File: config.mk
export PLATFORM = sky130hd
export DESIGN_NAME = sprite_anim_rom
export DESIGN_NICKNAME = d
export VERILOG_FILES = /design/src/rtl/sprite_anim_rom.sv
export SDC_FILE = /design/constraint.sdc
export NUM_CORES = 1
export LEC_CHECK = 0
export BUFFER_PORTS_ARGS = -buffer_cell sky130_fd_sc_hd__buf_4
export CAP_MARGIN = 25
export CORE_MARGIN = 2
export CORE_UTILIZATION = 58
export CTS_BUF_LIST = sky130_fd_sc_hd__clkbuf_8 sky130_fd_sc_hd__clkbuf_16
export DETAILED_ROUTE_END_ITERATION = 16
export PLACE_DENSITY = 0.85
export SYNTH_ARGS = -nofsm -noshare
export SYNTH_HDL_FRONTEND = slang
export SYNTH_SLANG_ARGS = --single-unit
File: constraint.sdc
create_clock -name Clk -period 3 [get_ports Clk]
set_input_delay 0.3 -clock Clk [delete_from_list [all_inputs] [get_ports Clk]]
set_output_delay 0.3 -clock Clk [all_outputs]
set_load 0.01 [all_outputs]
File: src/rtl/sprite_anim_rom.sv
// rtl/sprite_anim_rom.sv - animated square sprite store with hardware orientation
//
// Purpose: holds NUM_SPRITES x NUM_FRAMES bitmaps of W x W pixels, steps the
// animation frame every FRAME_DIV enabled frame ticks, and returns one pixel per
// read with the requested orientation applied. Read latency is one cycle.
//
// Ports:
//   Clk          system clock
//   Reset_n      asynchronous active-low reset
//   frame_tick   one-cycle pulse per video frame
//   anim_en      allow frame_tick to advance the animation
//   rd_en        pixel read request, accepted every cycle it is high
//   sprite_id    sprite select (ids >= NUM_SPRITES read as transparent)
//   dir          orientation: 0 right, 1 left, 2 up, 3 down
//   row, col     output-space pixel coordinates
//   pixel        registered pixel value, 1 = opaque
//   pixel_valid  pixel answers the read accepted on the previous edge
//   frame_idx    current animation frame
module sprite_anim_rom #(
   parameter int W           = 8,
   parameter int NUM_SPRITES = 2,
   parameter int NUM_FRAMES  = 2,
   parameter int FRAME_DIV   = 8,
   parameter logic [0:NUM_SPRITES*NUM_FRAMES*W-1][W-1:0] ROM_INIT = {
      8'h18, 8'h3C, 8'h7E, 8'h7C, 8'h78, 8'h7C, 8'h3E, 8'h1C,
      8'h18, 8'h3C, 8'hFE, 8'hFF, 8'hFF, 8'hFF, 8'h3E, 8'h1C,
      8'h18, 8'h3C, 8'h4A, 8'hC9, 8'hFF, 8'hE7, 8'hC3, 8'h81,
      8'h18, 8'h3C, 8'h4A, 8'hC9, 8'hFF, 8'hFF, 8'hDB, 8'h99}
) (
   input  logic                                                  Clk,
   input  logic                                                  Reset_n,
   input  logic                                                  frame_tick,
   input  logic                                                  anim_en,
   input  logic                                                  rd_en,
   input  logic [((NUM_SPRITES > 1) ? $clog2(NUM_SPRITES) : 1)-1:0] sprite_id,
   input  logic [1:0]                                            dir,
   input  logic [$clog2(W)-1:0]                                  row,
   input  logic [$clog2(W)-1:0]                                  col,
   output logic                                                  pixel,
   output logic                                                  pixel_valid,
   output logic [((NUM_FRAMES > 1) ? $clog2(NUM_FRAMES) : 1)-1:0]   frame_idx
);

   localparam int CW    = $clog2(W);
   localparam int FW    = (NUM_FRAMES > 1) ? $clog2(NUM_FRAMES) : 1;
   localparam int DW    = (FRAME_DIV > 1) ? $clog2(FRAME_DIV) : 1;
   localparam int DEPTH = NUM_SPRITES * NUM_FRAMES * W;
   localparam int AW    = $clog2(DEPTH);

   logic [DW-1:0] div_cnt_q, div_cnt_d;
   logic [FW-1:0] frame_idx_q, frame_idx_d;
   logic          pixel_q, pixel_d;
   logic          pixel_valid_q, pixel_valid_d;

   logic [CW-1:0] sr, sc, bit_sel;
   logic [AW-1:0] addr;
   logic [W-1:0]  rom_word;
   logic          in_range;
   int            word_idx;

   // Animation divider: one frame step per FRAME_DIV enabled ticks.
   always_comb begin
      div_cnt_d   = div_cnt_q;
      frame_idx_d = frame_idx_q;
      if (frame_tick && anim_en) begin
         if (div_cnt_q == DW'(FRAME_DIV - 1)) begin
            div_cnt_d = '0;
            if (NUM_FRAMES == 1 || frame_idx_q == FW'(NUM_FRAMES - 1)) begin
               frame_idx_d = '0;
            end else begin
               frame_idx_d = frame_idx_q + 1'b1;
            end
         end else begin
            div_cnt_d = div_cnt_q + 1'b1;
         end
      end
   end

   // Orientation: W is a power of two, so W-1-x is just the bitwise inverse.
   always_comb begin
      sr = row;
      sc = col;
      unique case (dir)
         2'd0: begin sr = row;  sc = col;  end
         2'd1: begin sr = row;  sc = ~col; end
         2'd2: begin sr = col;  sc = ~row; end
         2'd3: begin sr = ~col; sc = row;  end
         default: begin sr = row; sc = col; end
      endcase
   end

   // Reads use the registered frame, so a step on the same edge is not seen
   // until the following read.
   always_comb begin
      in_range = int'(sprite_id) < NUM_SPRITES;
      word_idx = (int'(sprite_id) * NUM_FRAMES + int'(frame_idx_q)) * W + int'(sr);
      addr     = AW'(word_idx);
      rom_word = in_range ? ROM_INIT[addr] : '0;
      bit_sel  = ~sc;
   end

   // Output stage: valid only follows rd_en; pixel holds when no read is made.
   always_comb begin
      pixel_d       = pixel_q;
      pixel_valid_d = 1'b0;
      if (rd_en) begin
         pixel_valid_d = 1'b1;
         pixel_d       = in_range & rom_word[bit_sel];
      end
   end

   always_ff @(posedge Clk or negedge Reset_n) begin
      if (!Reset_n) begin
         div_cnt_q     <= '0;
         frame_idx_q   <= '0;
         pixel_q       <= 1'b0;
         pixel_valid_q <= 1'b0;
      end else begin
         div_cnt_q     <= div_cnt_d;
         frame_idx_q   <= frame_idx_d;
         pixel_q       <= pixel_d;
         pixel_valid_q <= pixel_valid_d;
      end
   end

   assign pixel       = pixel_q;
   assign pixel_valid = pixel_valid_q;
   assign frame_idx   = frame_idx_q;

endmodule

==> results of run 1 <==
==> metrics by stage <==
step | util [%] | instances | hold WS (ns)
2_1_floorplan | - | 101 | 0.00441
3_3_place_gp | 67.7 | 123 | 0.109
3_5_place_dp | 67.7 | 123 | 0.110
4_1_cts | 71.6 | 127 | 0.210
5_1_grt | 71.6 | 127 | 0.207
6_report | 71.6 | 127 | 0.211
==> where the power goes <==
group | total (mW) | internal, mW | switching [mW]
registers | 0.134 | 0.109 | 0.0246
logic | 0.198 | 0.0998 | 0.0984
clock network | 0.115 | 0.0858 | 0.0297
==> worst reg2reg max path: cells and delay by family (launching register included) <==
family / cells / cell delay [ns]
buffers and inverters: 1 / 0.11
flip-flops: 1 / 0.44
AO/OA/AOI/OAI: 5 / 1.00
==> worst max path at each step <==
stage	end	from	slack [ns]	cells past startpoint
floorplan	pixel	col[2]	1.20	7
global placement	pixel	dir[1]	1.07	7
detailed placement	pixel	dir[1]	0.99	7
CTS	pixel	dir[1]	1.21	7
global route	pixel	dir[1]	1.07	7
finish	pixel	dir[1]	1.21	7
==> routing by layer <==
| layer | part of all wire, % | GRT usage [%] | vias up |
|---|---|---|---|
| li1 | - | - | 401 |
| met3 | 5.7 | 3.02 | 0 |
| met2 | 50 | 41.3 | 28 |
| met5 | 0 | 0 | - |
| met1 | 44 | 26.1 | 351 |
| met4 | 0 | 8.13 | 0 |
==> kinds of logic (layout without fill, tap and decap cells) <==
family | count (synthesis) | count (layout) | synth area share (%)
adders and majority gates | 2 | 2 | 2.98
xor gates and xnor gates | 6 | 6 | 6.26
muxes | 5 | 5 | 7.60
and+or+nand+nor | 41 | 41 | 28.2
DFF | 6 | 6 | 17.9
buffers and inverters | 12 | 23 | 10.3
AOI/OAI and AO/OA | 29 | 29 | 26.8
==> Yosys cell counts, types with 2 or more instances <==
master	instances
nor2b_1	3
a31oi_1	2
nor2_1	11
o211ai_1	2
xnor2_1	4
buf_6	3
inv_1	3
o21ai_0	4
nand2_1	6
ha_1	2
o21a_1	2
buf_2	3
a221o_1	2
a21oi_1	3
nand3_1	2
dfrtp_1	6
nand2b_1	4
and2_1	4
mux2i_1	3
a22o_1	2
xor2_1	2
nor3_1	3
==> area by class of cell <==
cell class | instances | area (sq um)
multi-input cells | 83 | 603
fillers | 106 | 379
flip-flops and latches | 6 | 150
repair buffers | 17 | 130
clock buffers | 3 | 41.3
well taps | 15 | 18.8
inverters | 3 | 11.3
==> sequential cells by signal, indices dropped and copies added, names as in the netlist <==
register,count
div_cnt_q,3
frame_idx,1
pixel,1
pixel_valid,1
==> placed cells by master (no fill, tap or decap), types with 2 or more instances in the layout <==
master    count
nor2_1       11
ha_1          2
and2_1        4
nand2_1       6
dfrtp_1       6
o21ai_0       4
buf_4        16
o21a_1        2
mux2i_1       3
xnor2_1       4
inv_1         3
nand2b_1      4
xor2_1        2
a221o_1       2
o211ai_1      2
nor2b_1       3
a31oi_1       2
nor3_1        3
a21oi_1       3
a22o_1        2
nand3_1       2
clkbuf_8      3
==> impl_results.md, run 1 <==
- Status: completed
- Clock tree buffer depth: 2
- HPWL after detailed placement: approximately 1.3 mm
- Syn Inst Count: roughly 100
- Worst path top cell family by delay: compound AO/OA/AOI/OAI gates
- Final Hold Viols: 0
- Num CTS Buffers: 3
- Unique masters post-synth: between 40 and 50
- WP data required: just over 3 ns
- Remaining DRCs: 0
- Worst-margin pin slew: around 0.53 ns
- Worst r2r src: frame_idx
- Crit. End Element: flop
- DRT iter0 DRCs: 22
- TritonRoute pass-1 iters: 4
- # nets final: 130
- Worst Path Buf+Inv: 1
- Max Cap Viol: 0
- Worst skew pair latency: between 0.2 and 0.25 ns
- Total power draw: 0.448 mW
- P&R area growth vs syn: 13.7%
- Htree depth: 1
- Syn Area/Cell: 8.31 sq um
- Global placement routability congestion: 0.937
- Initial antenna violation count: 0
- Vias in the first global route: between 700 and 800
- Post-synth ARST share: 100%
- Post-synth top flop: dfrtp_1
- RSZ-0062 raised after global routing: false
- Area share of the largest cell type after synthesis: 17.9%
- Synth area leaders: dfrtp_1 18%, nor2_1 4.9%, xnor2_1 4.2%, buf_6 4.0%, mux2i_1 3.6%
- R2r endpoint: pixel
- Via density: 6.14
- Endpoints failing setup: 0
- Clock root buffer master: clkbuf_8
- GRT Util Overall: about 22%
- Post-CTS setup repair buffer count: 0
- Core Area: ~1300 sq um
- Per-cell routed wire length: 14.0 microns
- FF-to-FF path depth: 6
- Cell taking the most area after synthesis: dfrtp_1
- Hold Buf Count CTS: 1
- Top fanout value on the critical path: 20
- Largest net degree at the start of global routing: 21
- Worst-path cell chain: buf_4, and2_1, a221o_1, o311ai_0, o311ai_2, o311ai_1, a41oi_1
- Post-synth EDFFs: 0
- CP Data Arrival Time: ~1.9 ns
- PwrDens: between 400 and 500 nW/um^2
- Slowest cell on crit path: o311ai_0
- ANT nets after route: 0
- Hold path start: rd_en
- Setup CP Type: input pin to flop
- Area post-placement: between 900 and 1000 sq um
- F_max: 560 MHz
- CTS tree: done
- YS warnings: 0
- Starting Density: between 60% and 70%
- Period utilization: 59.6%
- R2R setup slack: between 1 and 1.5 ns
- Design area: 955 sq um
- Die Area: around 1800 sq um
- GRT overflow: 0
- Syn_nets: ~120
- Share of layout cells above drive strength 1: between 20% and 30%
- Worst-path clk slew: ~0.030 ns
- Slew Viols, Final: 0
- Hold worst-path end: pixel_valid
- Worst hold-check path type: input pin to flop
- FF+latch count, synth: 6
- Hold path depth: 1
- Setup TNS: 0 ns
- Final setup margin: roughly 1.2 ns
- Die H: about 42 microns
- Port bufs: 16
- P_leak: ~0.4 nW
- First-pass GRT wire length: approximately 3.2 mm
- Pre-CTS setup slack: 0.992 ns
- Max incr delay on CP: 0.38 ns
- Register area share after synthesis: between 15 and 20%
- Max IR drop VDD: 268 uV
- Slew headroom: between 60% and 70%
- Mapped Area: roughly 840 sq um
- Setup crit start kind: input pin
- Ant. Diodes: 0
- Vias: slightly below 800
- CTS Sinks: 6
- CTS resizes: 0
- Worst clock skew: about 0.0029 ns
- Final critical-path required period: between 1.5 and 2 ns
- Total Wirelength: ~1.8 mm
- Die width: around 42 microns
- Rows: 13
- Ports: 17
Note: power is estimated with default switching activity, not from simulation.
==> run 2: changes to the inputs <==
Settings changed: CORE_UTILIZATION 58 to 53, PLACE_DENSITY 0.85 to 0.78.
Clock period 3 ns to 1.81 ns, I/O delays scaled along.
==> run 2 against run 1 <==
Via count rose by 6.2%. Combinational power rose by 87%. First-iteration DRC count is 32% higher. Final cell count rose by 4.7%. Die area increased by 8.5%. Total power up 73%.
==> impl_results.md, run 2 (same netlist as run 1, synthesis figures left out) <==
- Status: completed (unchanged)
- Crit. End Element: flop (unchanged)
- Worst skew pair latency: 0.22 ns (about the same)
- Ant. Diodes: 0 (unchanged)
- R2R setup slack: 0.30 ns (was 1.37 ns)
- TritonRoute pass-1 iters: 4 (unchanged)
- Fillers: 135 (was 106)
- Global placement routability congestion: 0.887 (was 0.937)
- Vias in the first global route: 815 (was 782)
- Clock tree buffer depth: 2 (unchanged)
- Worst-path clk slew: 0.03 ns (about the same)
- Remaining DRCs: 0 (unchanged)
- Total power draw: 0.776 mW (was 0.448 mW)
- ANT nets after route: 0 (unchanged)
- Slew Viols, Final: 0 (unchanged)
- HPWL after detailed placement: 1.51 mm (was 1.31 mm)
- WP data required: 1.89 ns (was 3.08 ns)
- CTS Sinks: 6 (unchanged)
- Vias: 828 (was 780)
- DRT iter0 DRCs: 29 (was 22)
- Final Hold Viols: 0 (unchanged)
- Worst hold-check path type: input pin to flop (unchanged)
- Num CTS Buffers: 3 (unchanged)
- Per-cell routed wire length: 14.6 microns (was 14.0 microns)
- P_leak: 0.424 nW (was 0.400 nW)
- Endpoints failing setup: 0 (unchanged)
- Commonest cells after routing, fill and taps aside: 21 x buf_4, 11 x nor2_1, 6 x nand2_1, 6 x dfrtp_1 (was 16 x buf_4, 11 x nor2_1, 6 x nand2_1, 6 x dfrtp_1)
- Max incr delay on CP: 0.32 ns (was 0.38 ns)
- Largest net degree at the start of global routing: 12 (was 21)
- Core Area: 1490 sq um (was 1330 sq um)
- Total Wirelength: 1.94 mm (was 1.78 mm)
- Max IR drop VDD: 398 uV (was 268 uV)
- GRT overflow: 0 (unchanged)
- Most common cell after layout, fill and taps aside: buf_4 (unchanged)
- Top reg by flops: div_cnt_q (unchanged)
- Die H: 43.8 microns (was 42.0 microns)
- Port bufs: 16 (unchanged)
- Initial antenna violation count: 0 (unchanged)
- Share of layout cells above drive strength 1: 26.5% (was 23.2%)
- Worst-margin pin slew: 0.469 ns (was 0.535 ns)
- Die Area: 1920 sq um (was 1770 sq um)
- Period utilization: approximately 87%
- Die width: 43.8 microns (was 42.0 microns)
- F_max: about 640 MHz
- Slew headroom: 67.8% (was 63.3%)
- P&R area growth vs syn: 18.3% (was 13.7%)
- CP Data Arrival Time: 1.66 ns (was 1.86 ns)
- Rows: 14 (was 13)
- # nets final: 135 (was 130)
- Setup CP Type: input pin to flop (unchanged)
- Final core utilization: 66.7% (was 71.6%)
- Ports: 17 (unchanged)
- Final critical-path required period: 1.57 ns
- PwrDens: 781 nW/um^2 (was 469 nW/um^2)
- CTS tree: done (unchanged)
- Setup crit start kind: input pin (unchanged)
- Clock root buffer master: clkbuf_8 (unchanged)
- Starting Density: 56.4% (was 62.9%)
- Htree depth: 1 (unchanged)
- Worst clock skew: 0.00302 ns (was 0.00291 ns)
- Worst-path cell chain: buf_4, nor2b_1, a221o_1, a22o_1, o21a_1, o311ai_1, a41oi_1 (was buf_4, and2_1, a221o_1, o311ai_0, o311ai_2, o311ai_1, a41oi_1)
- Via density: 6.23 (was 6.14)
- GRT Util Overall: 22.7% (was 22.4%)
- Slowest cell on crit path: a221o_1 (was o311ai_0)
- Setup TNS: 0 ns (unchanged)
- First-pass GRT wire length: 3.37 mm (was 3.17 mm)
- Top fanout value on the critical path: 11 (was 20)
- Max Cap Viol: 0 (unchanged)
- Largest register FFs: 3 (unchanged)
- RSZ-0062 raised after global routing: false (unchanged)
-- run 2: changes by cell type in the layout (fill, tap and decap cells not counted) --
cell   previous run  this run
buf_4            16        21
-- run 2: path summary, 6_finish.rpt --
kind                           endpoint  cells past startpoint    startpoint
max                               pixel                      7        dir[1]
min                         pixel_valid                      1         rd_en
max reg2reg                       pixel                      6     frame_idx
min reg2reg                div_cnt_q[1]                      2  div_cnt_q[1]
max in group asynchronous         pixel                      2       Reset_n
min in group asynchronous  div_cnt_q[1]                      2       Reset_n
-- run 2: what timing repair did --
action / CTS / global route
endpoints found under the hold margin: 6 / 0
hold buffers: 1 / 0
gates resized for setup: 0 / 0
setup buffers: 0 / 0
-- run 2: worst max-delay path, delay by kind of cell --
family / cells / cell delay [ns]
compound gates: 5 / 1.15
simple gates: 1 / 0.17
buf+inv: 1 / 0.15
-- run 2: area by class of cell --
cell class / instances / area (sq um) / share of cell area (%)
tap: 16 / 20.0 / 2.02
inverter: 3 / 11.3 / 1.13
multi-input combinational: 83 / 603 / 60.7
clock buffer: 3 / 41.3 / 4.16
sequential: 6 / 150 / 15.1
timing repair buffer: 22 / 168 / 16.9
-- run 2: stage by stage --
| stage | worst slack [ns] | hold WS [ns] | instance area [sq um] | cells |
|---|---|---|---|---|
| global route | 0.0744 | 0.0863 | 993 | 133 |
| detailed placement | 0.00662 | -0.00874 | 942 | 129 |
| CTS | 0.234 | 0.0864 | 993 | 133 |
| floorplan | 0.132 | -0.115 | 840 | 101 |
| global placement | 0.0447 | -0.0103 | 942 | 129 |
| finish | 0.235 | 0.0877 | 993 | 133 |
-- run 2: power by group --
group	leakage [nW]	switching (mW)	internal, mW
sequential	0.0721	0.0270	0.181
clock	0.0216	0.0541	0.143
combinational	0.330	0.186	0.186
total	0.424	0.267	0.510
-- run 2: metal layers --
metal | up-vias | share of wire [%] | track usage, %
met2 | 46 | 49 | 40.3
met5 | - | 0 | 0
met1 | 375 | 43 | 28.0
li1 | 407 | - | -
met4 | 0 | 0 | 9.09
met3 | 0 | 7.9 | 1.67
